$ cat config.mk
export PLATFORM = sky130hd
export DESIGN_NAME = cdb_arbiter
export DESIGN_NICKNAME = d
export VERILOG_FILES = /design/src/rtl/cdb_arbiter_pkg.sv /design/src/rtl/cdb_arbiter_rr.sv /design/src/rtl/cdb_arbiter.sv
export SDC_FILE = /design/constraint.sdc
export NUM_CORES = 1
export LEC_CHECK = 0
export CAP_MARGIN = 10
export CELL_PAD_IN_SITES_DETAIL_PLACEMENT = 1
export CELL_PAD_IN_SITES_GLOBAL_PLACEMENT = 2
export CORE_MARGIN = 5
export CORE_UTILIZATION = 30
export CTS_CLUSTER_DIAMETER = 60
export DETAILED_ROUTE_END_ITERATION = 8
export PLACE_DENSITY_LB_ADDON = 0.25
export REMOVE_ABC_BUFFERS = 1
export SYNTH_ARGS = -nofsm -noshare
export SYNTH_HDL_FRONTEND = slang
export SYNTH_SLANG_ARGS = --single-unit
$ cat constraint.sdc
create_clock -name clk -period 6.3 [get_ports clk]
set_input_delay 1.26 -clock clk [delete_from_list [all_inputs] [get_ports clk]]
set_output_delay 1.26 -clock clk [all_outputs]
set_load 0.05 [all_outputs]
$ cat src/rtl/cdb_arbiter_pkg.sv
// Shared types for the CDB arbiter: FU result bundles, hold-slot payload and the broadcast word.
// Also carries the ROB age helpers used to decide which results a mispredict flush kills.
package cdb_arbiter_pkg;

    localparam int ROB_DEPTH = 32;
    localparam int TAG_W     = $clog2(ROB_DEPTH);
    localparam int PREG_W    = 7;
    localparam int DATA_W    = 32;
    localparam int NUM_FU    = 3;

    localparam logic [1:0] CDB_SRC_ALU = 2'd0;
    localparam logic [1:0] CDB_SRC_MEM = 2'd1;
    localparam logic [1:0] CDB_SRC_BR  = 2'd2;

    typedef logic [TAG_W-1:0] rob_tag_t;

    typedef struct packed {
        logic              fu_alu_done;
        logic              fu_alu_ready;
        logic [PREG_W-1:0] p_alu;
        logic [DATA_W-1:0] data;
        rob_tag_t          rob_fu_alu;
    } alu_data;

    typedef struct packed {
        logic              fu_mem_done;
        logic [PREG_W-1:0] p_mem;
        logic [DATA_W-1:0] data;
        rob_tag_t          rob_fu_mem;
    } mem_data;

    typedef struct packed {
        logic              fu_b_done;
        logic [PREG_W-1:0] p_b;
        logic [DATA_W-1:0] data;
        rob_tag_t          rob_fu_b;
    } b_data;

    typedef struct packed {
        logic [PREG_W-1:0] pd;
        logic [DATA_W-1:0] data;
        rob_tag_t          rob_tag;
    } slot_t;

    typedef struct packed {
        logic              valid;
        logic              prf_we;
        logic [PREG_W-1:0] pd;
        logic [DATA_W-1:0] data;
        rob_tag_t          rob_tag;
        logic [1:0]        src;
    } cdb_data;

    // Distance from the ROB head; wraps naturally in TAG_W bits.
    function automatic rob_tag_t rob_age(input rob_tag_t tag, input rob_tag_t head);
        return tag - head;
    endfunction

    function automatic logic is_younger(input rob_tag_t tag, input rob_tag_t flush_tag,
                                        input rob_tag_t head);
        return rob_age(tag, head) > rob_age(flush_tag, head);
    endfunction

endpackage

$ cat src/rtl/cdb_arbiter_rr.sv
// Three-way round-robin arbiter: combinational one-hot grant, registered rotating pointer.
// Zero-latency grant; the pointer moves to the slot after the winner only when a grant happens.
import cdb_arbiter_pkg::*;

module rr_arbiter3 (
    input  logic       clk,
    input  logic       reset,
    input  logic [2:0] req,
    output logic [2:0] gnt,
    output logic [1:0] gnt_idx,
    output logic       gnt_vld
);

    logic [1:0] ptr;
    logic [1:0] ptr_nxt;
    logic [1:0] cand;

    function automatic logic [1:0] next3(input logic [1:0] i);
        return (i == 2'd2) ? 2'd0 : i + 2'd1;
    endfunction

    always_comb begin
        gnt     = '0;
        gnt_idx = 2'd0;
        gnt_vld = 1'b0;
        cand    = ptr;
        for (int k = 0; k < NUM_FU; k++) begin
            if (!gnt_vld && req[cand]) begin
                gnt_vld   = 1'b1;
                gnt_idx   = cand;
                gnt[cand] = 1'b1;
            end
            cand = next3(cand);
        end
        ptr_nxt = gnt_vld ? next3(gnt_idx) : ptr;
    end

    always_ff @(posedge clk or posedge reset) begin
        if (reset) begin
            ptr <= CDB_SRC_ALU;
        end else begin
            ptr <= ptr_nxt;
        end
    end

endmodule

$ cat src/rtl/cdb_arbiter.sv
// One hold slot per FU feeding a round-robin pick onto the registered CDB; done->cdb valid in 2 cycles.
// A full, ungranted slot drops its ready and the FU holds; flush kills younger held or incoming results.
import cdb_arbiter_pkg::*;

module cdb_arbiter (
    input  logic     clk,
    input  logic     reset,
    input  alu_data  alu_in,
    input  mem_data  mem_in,
    input  b_data    br_in,
    output logic     alu_ready,
    output logic     mem_ready,
    output logic     br_ready,
    input  rob_tag_t rob_head,
    input  logic     flush_valid,
    input  rob_tag_t flush_tag,
    output cdb_data  cdb_out
);

    logic [NUM_FU-1:0] in_vld;
    slot_t             in_pay [NUM_FU];
    logic [NUM_FU-1:0] slot_vld;
    slot_t             slot_q [NUM_FU];
    logic [NUM_FU-1:0] kill;
    logic [NUM_FU-1:0] req;
    logic [NUM_FU-1:0] rdy;
    logic [NUM_FU-1:0] cap;
    logic [NUM_FU-1:0] gnt;
    logic [1:0]        gnt_idx;
    logic              gnt_vld;
    slot_t             sel;
    logic              unused_fu_ready;

    // The ALU's own ready flag is not consulted; acceptance is decided here.
    assign unused_fu_ready = alu_in.fu_alu_ready;

    always_comb begin
        in_vld    = {br_in.fu_b_done, mem_in.fu_mem_done, alu_in.fu_alu_done};
        in_pay[0] = '{pd: alu_in.p_alu, data: alu_in.data, rob_tag: alu_in.rob_fu_alu};
        in_pay[1] = '{pd: mem_in.p_mem, data: mem_in.data, rob_tag: mem_in.rob_fu_mem};
        in_pay[2] = '{pd: br_in.p_b,    data: br_in.data,  rob_tag: br_in.rob_fu_b};
    end

    // Wrong-path slots are masked from arbitration in the same cycle the flush arrives.
    always_comb begin
        kill = '0;
        req  = '0;
        for (int i = 0; i < NUM_FU; i++) begin
            kill[i] = flush_valid && slot_vld[i] &&
                      is_younger(slot_q[i].rob_tag, flush_tag, rob_head);
            req[i]  = slot_vld[i] && !kill[i];
        end
    end

    rr_arbiter3 u_rr (
        .clk     (clk),
        .reset   (reset),
        .req     (req),
        .gnt     (gnt),
        .gnt_idx (gnt_idx),
        .gnt_vld (gnt_vld)
    );

    // Ready ignores the flush so the FU handshake never depends on the flush path.
    always_comb begin
        rdy = '0;
        cap = '0;
        for (int i = 0; i < NUM_FU; i++) begin
            rdy[i] = !slot_vld[i] || gnt[i];
            cap[i] = in_vld[i] && rdy[i] &&
                     !(flush_valid && is_younger(in_pay[i].rob_tag, flush_tag, rob_head));
        end
    end

    assign alu_ready = rdy[0];
    assign mem_ready = rdy[1];
    assign br_ready  = rdy[2];

    always_comb begin
        case (gnt_idx)
            2'd1:    sel = slot_q[1];
            2'd2:    sel = slot_q[2];
            default: sel = slot_q[0];
        endcase
    end

    always_ff @(posedge clk or posedge reset) begin
        if (reset) begin
            slot_vld <= '0;
            for (int i = 0; i < NUM_FU; i++) begin
                slot_q[i] <= '0;
            end
        end else begin
            for (int i = 0; i < NUM_FU; i++) begin
                if (cap[i]) begin
                    slot_vld[i] <= 1'b1;
                    slot_q[i]   <= in_pay[i];
                end else if (gnt[i] || kill[i]) begin
                    slot_vld[i] <= 1'b0;
                end
            end
        end
    end

    // Physical register 0 is hard-wired: the ROB still sees completion, the PRF is not written.
    always_ff @(posedge clk or posedge reset) begin
        if (reset) begin
            cdb_out <= '0;
        end else if (gnt_vld) begin
            cdb_out <= '{valid:   1'b1,
                         prf_we:  (sel.pd != '0),
                         pd:      sel.pd,
                         data:    sel.data,
                         rob_tag: sel.rob_tag,
                         src:     gnt_idx};
        end else begin
            cdb_out <= '0;
        end
    end

endmodule

==> metrics.md, run 1 <==
| Metric | Value |
|---|---|
| Status | finished, final reports clean |
| Pre-CTS setup slack | -0.3237 ns |
| Wire length per cell | 20.52 um |
| Synth area leader | dfrtp_1 |
| Final TNS setup | 0 ns |
| Post-route insts no fill | 1487 |
| EDFF count, synth | 0 |
| CTS root buffer | clkbuf_16 |
| Reg2reg path depth | 26 |
| DIE AREA | 0.03644 sq mm |
| Area grow syn2layout | 37.75% |
| Clock transition at path regs | 0.07 ns |
| GP Congestion | 0.7786 |
| Buffers on Ports | 198 |
| Syn Area/Cell | 12.46 sq um |
| Initial antenna violation count | 2 |
| Crit end category | primary output |
| Fmax | 164.1 MHz |
| Post-Route WL | 30510 um |
| Hold/Removal Path Class | register to register |
| Dpl hpwl | 22030 um |
| Asr flop ratio synth | 100.0% |
| Max-cap violations | 0 |
| Synth unique cells | 61 |
| Layout cell share with drive strength beyond 1 | 26.25% |
| First-pass DRT Iterations | 4 |
| Setup slack after layout | 0.2071 ns |
| Grt total ovfl | 0 |
| Final Hold Fails | 0 |
| Initial DRC Count | 215 |
| Post-DR vias/cell | 4.747 |
| Placed Area | 0.01274 sq mm |
| Htree depth | 4 |
| Post-route cell area | 0.01352 sq mm |
| Sequential share of the synthesized area | 47.16% |
| Die span in x | 190.9 um |
| Critical path arrival | 4.83 ns |
| Row count | 66 |
| Inst Count DP | 1447 |
| Largest net degree at the start of global routing | 111 |
| Syn Inst Count | 788 |
| Worst-Margin Slew | 0.7913 ns |
| Yosys warnings | 0 |
| LEAKAGE | 5.819 nW |
| Starting density of the core | 30.25% |
| Worst slew margin | 47.24% |
| Yosys reg bits | 185 |
| Worst hold path depth | 1 |
| Final ANT Viol Nets | 0 |
| Tcrit/Tclk final | 96.71% |
| Via Count | 7059 |
| Die Span Y | 190.9 um |
| # IOs | 200 |
| Layout net count | 1243 |
| Global-route wire length before repair | 46690 um |
| Clock Skew | 0.01395 ns |
| Worst Setup Path Type | input pin to primary output |
| CTS tree | built |
| Worst setup SP type | input pin |
| Commonest non-fill, non-tap cell in the layout | clkdlybuf4s50_1 |
| CTS Buf Count | 17 |
| Most frequent cells in the layout | clkdlybuf4s50_1 (192), dfrtp_1 (185), mux2_4 (77) |
| Pwr Density | 648.8 mW/mm^2 |
| CP required | 5.04 ns |
| Mapped cell area | 0.009817 sq mm |
| Area of the core | 0.03245 sq mm |
| Sink Count | 185 |
| Synth area leaders | dfrtp_1 (47%), mux2_4 (12%), ha_1 (7.1%), mux2_2 (6.2%), a22oi_1 (3.4%) |
| Multi-input logic area | 0.004991 sq mm |
| Final Critical Period | 6.093 ns |
| Worst skew pair latency | 0.43 ns |
| Pins Over Slew Limit | 0 |
| # fillers | 3438 |
| Endpoints failing setup | 0 |
| Clock Tree Buf Depth | 2 |
| GRT Total Usage | 16.80% |
| CP Max Fanout | 3 |
| Peak VDD IR | 0.4437 mV |
| Post-layout util | 41.67% |
| DRC | 0 |
| Synth Flop Type | dfrtp_1 |
| Vias in the first global route | 7673 |
| Register area | 0.004629 sq mm |
| Share of the synthesized area in the top cell type | 47.16% |
through the flow:
stage | power (W) | hold slack (ns)
2_1_floorplan | 0.005642 | 0.4752
3_3_place_gp | 0.007579 | 0.4874
3_5_place_dp | 0.007669 | 0.4922
4_1_cts | 0.008852 | 0.5123
5_1_grt | 0.009407 | 0.5199
6_report | 0.008774 | 0.5052
metal layers:
layer  GRT usage, %  wire (um)  vias to the layer above
li1               -          -                     3358
met1          23.54      14220                     3536
met2          27.37      14530                      143
met3          3.141       1403                       20
met4          3.425        348                        2
met5              0          7                        -
sequential cells by signal (all words and copies together), names as in the netlist:
signal / count
slot_q: 132
cdb_out: 48
slot_vld: 3
u_rr.ptr: 2
area by class of cell:
class / instances / area share, %
flip-flops and latches: 185 / 34.23
clock buffers: 18 / 3.174
clock inverters: 14 / 1.055
well taps: 442 / 4.090
repair buffers: 265 / 19.58
diodes: 1 / 0.01850
inverters: 32 / 0.9437
multi-input cells: 530 / 36.91
cells in the mapped netlist, drive strengths merged (3+ instances only):
cell type / count
a2111oi: 5
a211oi: 40
a21o: 15
a21oi: 21
a22oi: 45
a31oi: 3
buf: 17
clkbuf: 24
dfrtp: 185
fa: 7
ha: 56
inv: 32
mux2: 131
mux2i: 5
nand2: 24
nand2b: 5
nand3: 4
nand4: 5
nand4b: 3
nor2: 58
nor3: 3
nor4b: 3
o211ai: 6
o21a: 3
o21ai: 22
o31ai: 4
or3: 3
xnor2: 25
xor2: 10
critical path: stages:
cell	delay, ns
clkdlybuf4s50_1	0.47
inv_2	0.07
ha_1	0.32
a21o_1	0.19
a21oi_4	0.18
xnor2_2	0.09
ha_1	0.33
nand4b_1	0.17
buf_4	0.15
a2111oi_4	0.04
o21ai_1	0.10
o211ai_1	0.14
nor4b_2	0.38
buf_4	0.18
o21ai_1	0.05
buf_4	0.16
o21a_1	0.13
o21ai_2	0.16
nand2_1	0.09
buf_6	0.17
worst paths after layout:
path / startpoint / to / slack, ns
worst max-delay path: rob_head[2] / br_ready / 0.21
worst min-delay path: slot_q[125]$_DFFE_PP0P_ / slot_q[125]$_DFFE_PP0P_ / 0.51
worst max register to register: slot_q[44]$_DFFE_PP0P_ / cdb_out[19]$_DFF_PP0_ / 1.43
worst min register to register: slot_q[125]$_DFFE_PP0P_ / slot_q[125]$_DFFE_PP0P_ / 0.51
max in group asynchronous: reset / cdb_out[11]$_DFF_PP0_ / 3.81
min in group asynchronous: reset / slot_q[94]$_DFFE_PP0P_ / 1.35
cells by family (layout without fill, tap and decap cells):
logic type / after synthesis / after routing / synth area share (%)
AO/OA/AOI/OAI: 174 / 174 / 12.75
other: 0 / 1 / 0
XOR/XNOR: 35 / 35 / 3.123
AND/OR/NAND/NOR: 122 / 122 / 6.245
buffers and inverters: 73 / 329 / 3.684
flip-flops: 185 / 185 / 47.16
multiplexers: 136 / 136 / 18.48
adder cells (fa/ha/maj): 63 / 63 / 8.565
timing repair:
action,CTS,global route
setup buffers,1,6
hold buffers,0,0
setup endpoints to repair,3,3
gates resized for setup,23,17
pin swaps,9,14
hold endpoints to repair,0,0
power breakdown:
| group | internal, W | switching (W) | leakage [nW] |
|---|---|---|---|
| Sequential | 0.00185 | 0.000334 | 2.20 |
| Clock | 0.000554 | 0.000503 | 0.266 |
| Combinational | 0.00252 | 0.00301 | 3.35 |
| Total | 0.00492 | 0.00385 | 5.82 |
No activity file was read; power rests on OpenSTA's default activity.
==> run 2: changes to the inputs <==
--- a/config.mk
+++ b/config.mk
@@ -8,6 +8,7 @@
 export CAP_MARGIN = 10
 export CELL_PAD_IN_SITES_DETAIL_PLACEMENT = 1
 export CELL_PAD_IN_SITES_GLOBAL_PLACEMENT = 2
+export CORE_ASPECT_RATIO = 0.7
 export CORE_MARGIN = 5
 export CORE_UTILIZATION = 30
 export CTS_CLUSTER_DIAMETER = 60
==> run 2 against run 1 <==
Maximum frequency hardly changed. First-iteration DRC count rose by 70%. Worst setup slack barely moved. Clock power is 6% higher. Critical path type unchanged. Largest cell class unchanged.
==> metrics.md, run 2 (synthesized netlist as in run 1, its figures left out) <==
| Metric | Value |
|---|---|
| Pwr Density | 664.9 mW/mm^2 |
| Post-Route WL | 31470 um |
| Grt total ovfl | 0 |
| Initial antenna violation count | 3 |
| Initial DRC Count | 365 |
| Dpl hpwl | 22330 um |
| Clock transition at path regs | 0.07 ns |
| Post-route cell area | 0.01355 sq mm |
| GP Congestion | 0.7858 |
| Layout cell share with drive strength beyond 1 | 27.02% |
| Worst skew pair latency | 0.45 ns |
| CP required | 5.04 ns |
| Register area | 0.004629 sq mm |
| FF-to-FF Start | slot_q[88]$_DFFE_PP0P_ |
| Status | finished, final reports clean |
| Worst slew margin | 29.78% |
| Area of the core | 0.03227 sq mm |
| Largest net degree at the start of global routing | 148 |
| Die Span Y | 161.4 um |
| First-pass DRT Iterations | 4 |
| Placed Area | 0.01272 sq mm |
| Global-route wire length before repair | 48380 um |
| Clock Skew | 0.01426 ns |
| Htree depth | 4 |
| Worst-Margin Slew | 1.053 ns |
| Die span in x | 226.2 um |
| Endpoints failing setup | 0 |
| CTS Buf Count | 17 |
| Crit path launch | flush_tag[0] |
| GRT Total Usage | 17.37% |
| Largest registers | slot_q (132), cdb_out (48), slot_vld (3) |
| CP endpoint | br_ready |
| Max reg flops | 132 |
| Commonest non-fill, non-tap cell in the layout | clkdlybuf4s50_1 |
| LEAKAGE | 5.847 nW |
| Area grow syn2layout | 38.01% |
| Peak VDD IR | 0.4764 mV |
| Wire length per cell | 21.26 um |
| Final TNS setup | 0 ns |
| DRC | 0 |
| # IOs | 200 |
| Via Count | 7160 |
| Reg2Reg Setup Slack | 1.44 ns |
| Fmax | 164.1 MHz |
| Hold/Removal Path Class | register to register |
| Worst reg2reg endpoint | cdb_out[23]$_DFF_PP0_ |
| Pins Over Slew Limit | 0 |
| Final Hold Fails | 0 |
| # fillers | 3418 |
| Starting density of the core | 30.42% |
| Crit end category | primary output |
| CTS root buffer | clkbuf_16 |
| Max-cap violations | 0 |
| Reg with most FFs | slot_q |
| Worst setup SP type | input pin |
| CTS tree | built |
| Vias in the first global route | 7786 |
| Slowest-stage cell, CP | clkdlybuf4s50_1 |
| DIE AREA | 0.03650 sq mm |
| Reg2reg path depth | 22 |
| Final ANT Viol Nets | 0 |
| CP Max Fanout | 3 |
| Final Critical Period | 6.093 ns |
| Slowest Stage Delay on Critical Path | 0.40 ns |
| CP dominant cell by count | buf_4 |
| Worst Setup Path Type | input pin to primary output |
| Most frequent cells in the layout | clkdlybuf4s50_1 (193), dfrtp_1 (185), mux2_4 (77) |
| Buffers on Ports | 198 |
| Post-DR vias/cell | 4.838 |
| Tcrit/Tclk final | 96.71% |
| Multi-input logic area | 0.004989 sq mm |
| Layout net count | 1250 |
| Critical path arrival | 4.83 ns |
| Row count | 55 |
| CP cell instances | clkdlybuf4s50_1 > inv_1 > ha_1 > inv_1 > fa_2 > buf_4 > xnor2_2 > buf_4 > buf_4 > ha_1 > a21o_1 > nand2_1 > o31ai_1 > a21oi_1 > and3_1 > a22oi_4 > buf_4 > a21oi_1 > o21ai_2 > nand2_1 > buf_6 |
| Sink Count | 185 |
| Clock Tree Buf Depth | 2 |
run 2: repair_timing:
action / 4_1_cts / 5_1_grt
pin swaps: 8 / 17
cloned: 0 / 0
endpoints found under the setup margin: 3 / 4
buffers inserted: 5 / 6
hold buffers: 0 / 0
endpoints found under the hold margin: 0 / 0
gates resized for setup: 13 / 27
run 2: per-layer routing:
| layer | up-vias | track usage, % | wire [um] |
|---|---|---|---|
| met5 | - | 0 | 13 |
| met4 | 2 | 4.728 | 481 |
| met3 | 31 | 3.470 | 1264 |
| met2 | 135 | 26.12 | 14160 |
| met1 | 3628 | 25.51 | 15550 |
| li1 | 3364 | - | - |
run 2: where the power goes:
part / total [W] / internal (W) / switching [W]
registers: 0.00220 / 0.00185 / 0.000351
logic: 0.00569 / 0.00260 / 0.00309
clock network: 0.00112 / 0.000574 / 0.000543
run 2: final cells by class:
type	count	share of cell area, %
multi-input combinational	530	36.82
sequential	185	34.17
timing repair buffer	272	19.69
tap	427	3.943
clock buffer	18	3.242
clock inverter	14	1.127
inverter	32	0.9697
antenna	2	0.03694
run 2: worst max-delay path, delay by kind of cell:
kind / cells / cell delay (ns)
xor+xnor: 1 / 0.14
buf+inv: 8 / 1.30
compound gates: 6 / 0.86
simple gates: 3 / 0.38
fa+ha+maj: 3 / 0.88
run 2: how the worst min path moves through the flow:
stage | startpoint | endpoint | slack, ns | depth (start not counted)
detailed placement | slot_q[54]$_DFFE_PP0P_ | slot_q[54]$_DFFE_PP0P_ | 0.49 | 1
floorplan | slot_q[130]$_DFFE_PP0P_ | slot_q[130]$_DFFE_PP0P_ | 0.48 | 1
finish | slot_q[68]$_DFFE_PP0P_ | slot_q[68]$_DFFE_PP0P_ | 0.51 | 1
global route | slot_q[95]$_DFFE_PP0P_ | slot_q[95]$_DFFE_PP0P_ | 0.52 | 1
CTS | slot_q[79]$_DFFE_PP0P_ | slot_q[79]$_DFFE_PP0P_ | 0.51 | 1
global placement | slot_q[131]$_DFFE_PP0P_ | slot_q[131]$_DFFE_PP0P_ | 0.48 | 1
run 2: metrics by stage:
stage	hold WS (ns)	power [W]	setup WS, ns	cells	util [%]
floorplan	0.4752	0.005642	-0.7724	747	-
finish	0.5080	0.009008	0.2070	1480	41.98
CTS	0.5132	0.009004	-0.005007	1472	41.50
global placement	0.4847	0.007671	-0.2627	1435	39.42
detailed placement	0.4944	0.007760	-0.3032	1435	39.42
global route	0.5224	0.009647	-0.01087	1480	41.98
==> run 3: changes to the inputs <==
--- a/config.mk
+++ b/config.mk
@@ -15,6 +15,7 @@
 export DETAILED_ROUTE_END_ITERATION = 8
 export PLACE_DENSITY_LB_ADDON = 0.25
 export REMOVE_ABC_BUFFERS = 1
+export SKIP_CTS_REPAIR_TIMING = 1
 export SYNTH_ARGS = -nofsm -noshare
 export SYNTH_HDL_FRONTEND = slang
 export SYNTH_SLANG_ARGS = --single-unit
==> run 3 against run 2 <==
Cell area is 0.63% lower. Worst setup slack better by 0.051 ns. Critical endpoint is now mem_ready. Sequential share of layout area is 0.22 points higher. Critical path type unchanged. Flip-flop and latch count stayed put. Global-route usage is 0.062 points lower.
==> metrics.md, run 3 (synthesized netlist as in run 1, its figures left out) <==
| Metric | Value |
|---|---|
| Starting density of the core | 30.42% |
| Fmax | 165.5 MHz |
| Layout net count | 1243 |
| Worst slew margin | 30.12% |
| # fillers | 3422 |
| Layout cell share with drive strength beyond 1 | 25.86% |
| Largest registers | slot_q (132), cdb_out (48), slot_vld (3) |
| Tcrit/Tclk final | 95.90% |
| Peak VDD IR | 0.4768 mV |
| Setup slack after layout | 0.2580 ns |
| Slowest-stage cell, CP | clkdlybuf4s50_1 |
| DRC | 0 |
| Htree depth | 4 |
| Status | finished, final reports clean |
| Die Span Y | 161.4 um |
| DIE AREA | 0.03650 sq mm |
| Pwr Density | 662.6 mW/mm^2 |
| Most frequent cells in the layout | clkdlybuf4s50_1 (192), dfrtp_1 (185), mux2_4 (77) |
| GP Congestion | 0.7858 |
| Placed Area | 0.01272 sq mm |
| LEAKAGE | 5.825 nW |
| Area of the core | 0.03227 sq mm |
| CTS tree | built |
| GRT Total Usage | 17.31% |
| Worst setup SP type | input pin |
| Sink Count | 185 |
| CP dominant cell by count | ha_1 |
| Clock transition at path regs | 0.07 ns |
| Final Critical Period | 6.042 ns |
| Dpl hpwl | 22330 um |
| Commonest non-fill, non-tap cell in the layout | clkdlybuf4s50_1 |
| Max-cap violations | 0 |
| Endpoints failing setup | 0 |
| Vias in the first global route | 7744 |
| Critical path arrival | 4.78 ns |
| Pins Over Slew Limit | 0 |
| First-pass DRT Iterations | 4 |
| Worst skew pair latency | 0.45 ns |
| Post-layout util | 41.71% |
| Total power | 0.008920 W |
| Hold/Removal Path Class | register to register |
| Global-route wire length before repair | 48180 um |
| Grt total ovfl | 0 |
| Reg with most FFs | slot_q |
| Area grow syn2layout | 37.14% |
| Wire length per cell | 21.26 um |
| Clock Skew | 0.01379 ns |
| Post-route cell area | 0.01346 sq mm |
| CP required | 5.04 ns |
| CP cell instances | clkdlybuf4s50_1 > inv_1 > ha_1 > a21o_1 > a21oi_1 > xnor2_1 > ha_1 > nand4b_1 > a2111oi_0 > nand3_1 > o211ai_2 > nor4_4 > o21ai_1 > buf_4 > o221ai_1 > nand2_1 > buf_12 |
| Via Count | 7091 |
| Clock Tree Buf Depth | 2 |
| Initial antenna violation count | 3 |
| Max reg flops | 132 |
| Die span in x | 226.2 um |
| CTS Buf Count | 17 |
| Pre-CTS setup slack | -0.3032 ns |
| Buffers on Ports | 198 |
| # IOs | 200 |
| Final ANT Viol Nets | 0 |
| Worst-Margin Slew | 1.048 ns |
| Row count | 55 |
| Largest net degree at the start of global routing | 148 |
| Post-DR vias/cell | 4.814 |
| CP Max Fanout | 4 |
| Final Hold Fails | 0 |
| Initial DRC Count | 373 |
| Final hold slack | 0.5080 ns |
| Slowest Stage Delay on Critical Path | 0.45 ns |
| CTS root buffer | clkbuf_16 |
| Worst Setup Path Type | input pin to primary output |
| Post-Route WL | 31310 um |
| Crit end category | primary output |
==> run 3: cell count changes in the layout (fill, tap and decap cells not counted), sizes merged <==
cell           change
clkdlybuf4s50      -1
dlymetal6s2s       +2
dlygate4sd2        -1
buf                -7
==> run 3: worst paths after layout <==
path	start	to	slack [ns]	cells after the start
setup / recovery	rob_head[2]	mem_ready	0.26	17
hold / removal	slot_q[68]$_DFFE_PP0P_	slot_q[68]$_DFFE_PP0P_	0.51	1
min in group asynchronous	reset	cdb_out[11]$_DFF_PP0_	1.42	2
hold reg to reg	slot_q[68]$_DFFE_PP0P_	slot_q[68]$_DFFE_PP0P_	0.51	1
max in group asynchronous	reset	cdb_out[20]$_DFF_PP0_	3.54	3
setup reg to reg	slot_q[88]$_DFFE_PP0P_	cdb_out[23]$_DFF_PP0_	1.34	22
==> run 3: layer usage <==
metal,GRT usage (%),wire [um],vias up,share of wire [%]
met5,0,13,-,0.042
met4,4.728,481,2,1.5
met3,3.470,1230,31,3.9
met2,25.99,14050,136,45
met1,25.45,15540,3571,50
li1,-,-,3351,-
==> run 3: worst max-delay path: cells and delay by family <==
family,cells,cell delay [ns]
AO/OA/AOI/OAI,6,1.27
XOR/XNOR,1,0.11
adder cells (fa/ha/maj),2,0.72
buffers and inverters,4,0.85
AND/OR/NAND/NOR,4,0.56
==> run 3: power breakdown <==
group	leakage (nW)	switching (W)	internal (W)
logic	3.34	0.00304	0.00257
clock network	0.287	0.000541	0.000574
registers	2.20	0.000348	0.00185
total	5.83	0.00393	0.00499
==> run 3: metrics by stage <==
step	setup TNS, ns	cells
5_1_grt	-0.007620	1473
3_3_place_gp	-1.357	1435
2_1_floorplan	-32.20	747
4_1_cts	-0.6742	1467
6_report	0	1473
3_5_place_dp	-3.976	1435
==> run 3: final cells by class <==
| class | instances | area (sq um) | share of cell area [%] |
|---|---|---|---|
| Timing Repair Buffer | 265 | 2618 | 19.44 |
| Sequential cell | 185 | 4629 | 34.39 |
| Multi-Input combinational cell | 530 | 4954 | 36.79 |
| Tap cell | 427 | 534.3 | 3.968 |
| Clock buffer | 18 | 439.2 | 3.262 |
| Antenna cell | 2 | 5.005 | 0.03717 |
| Inverter | 32 | 131.4 | 0.9758 |
| Clock inverter | 14 | 152.6 | 1.134 |
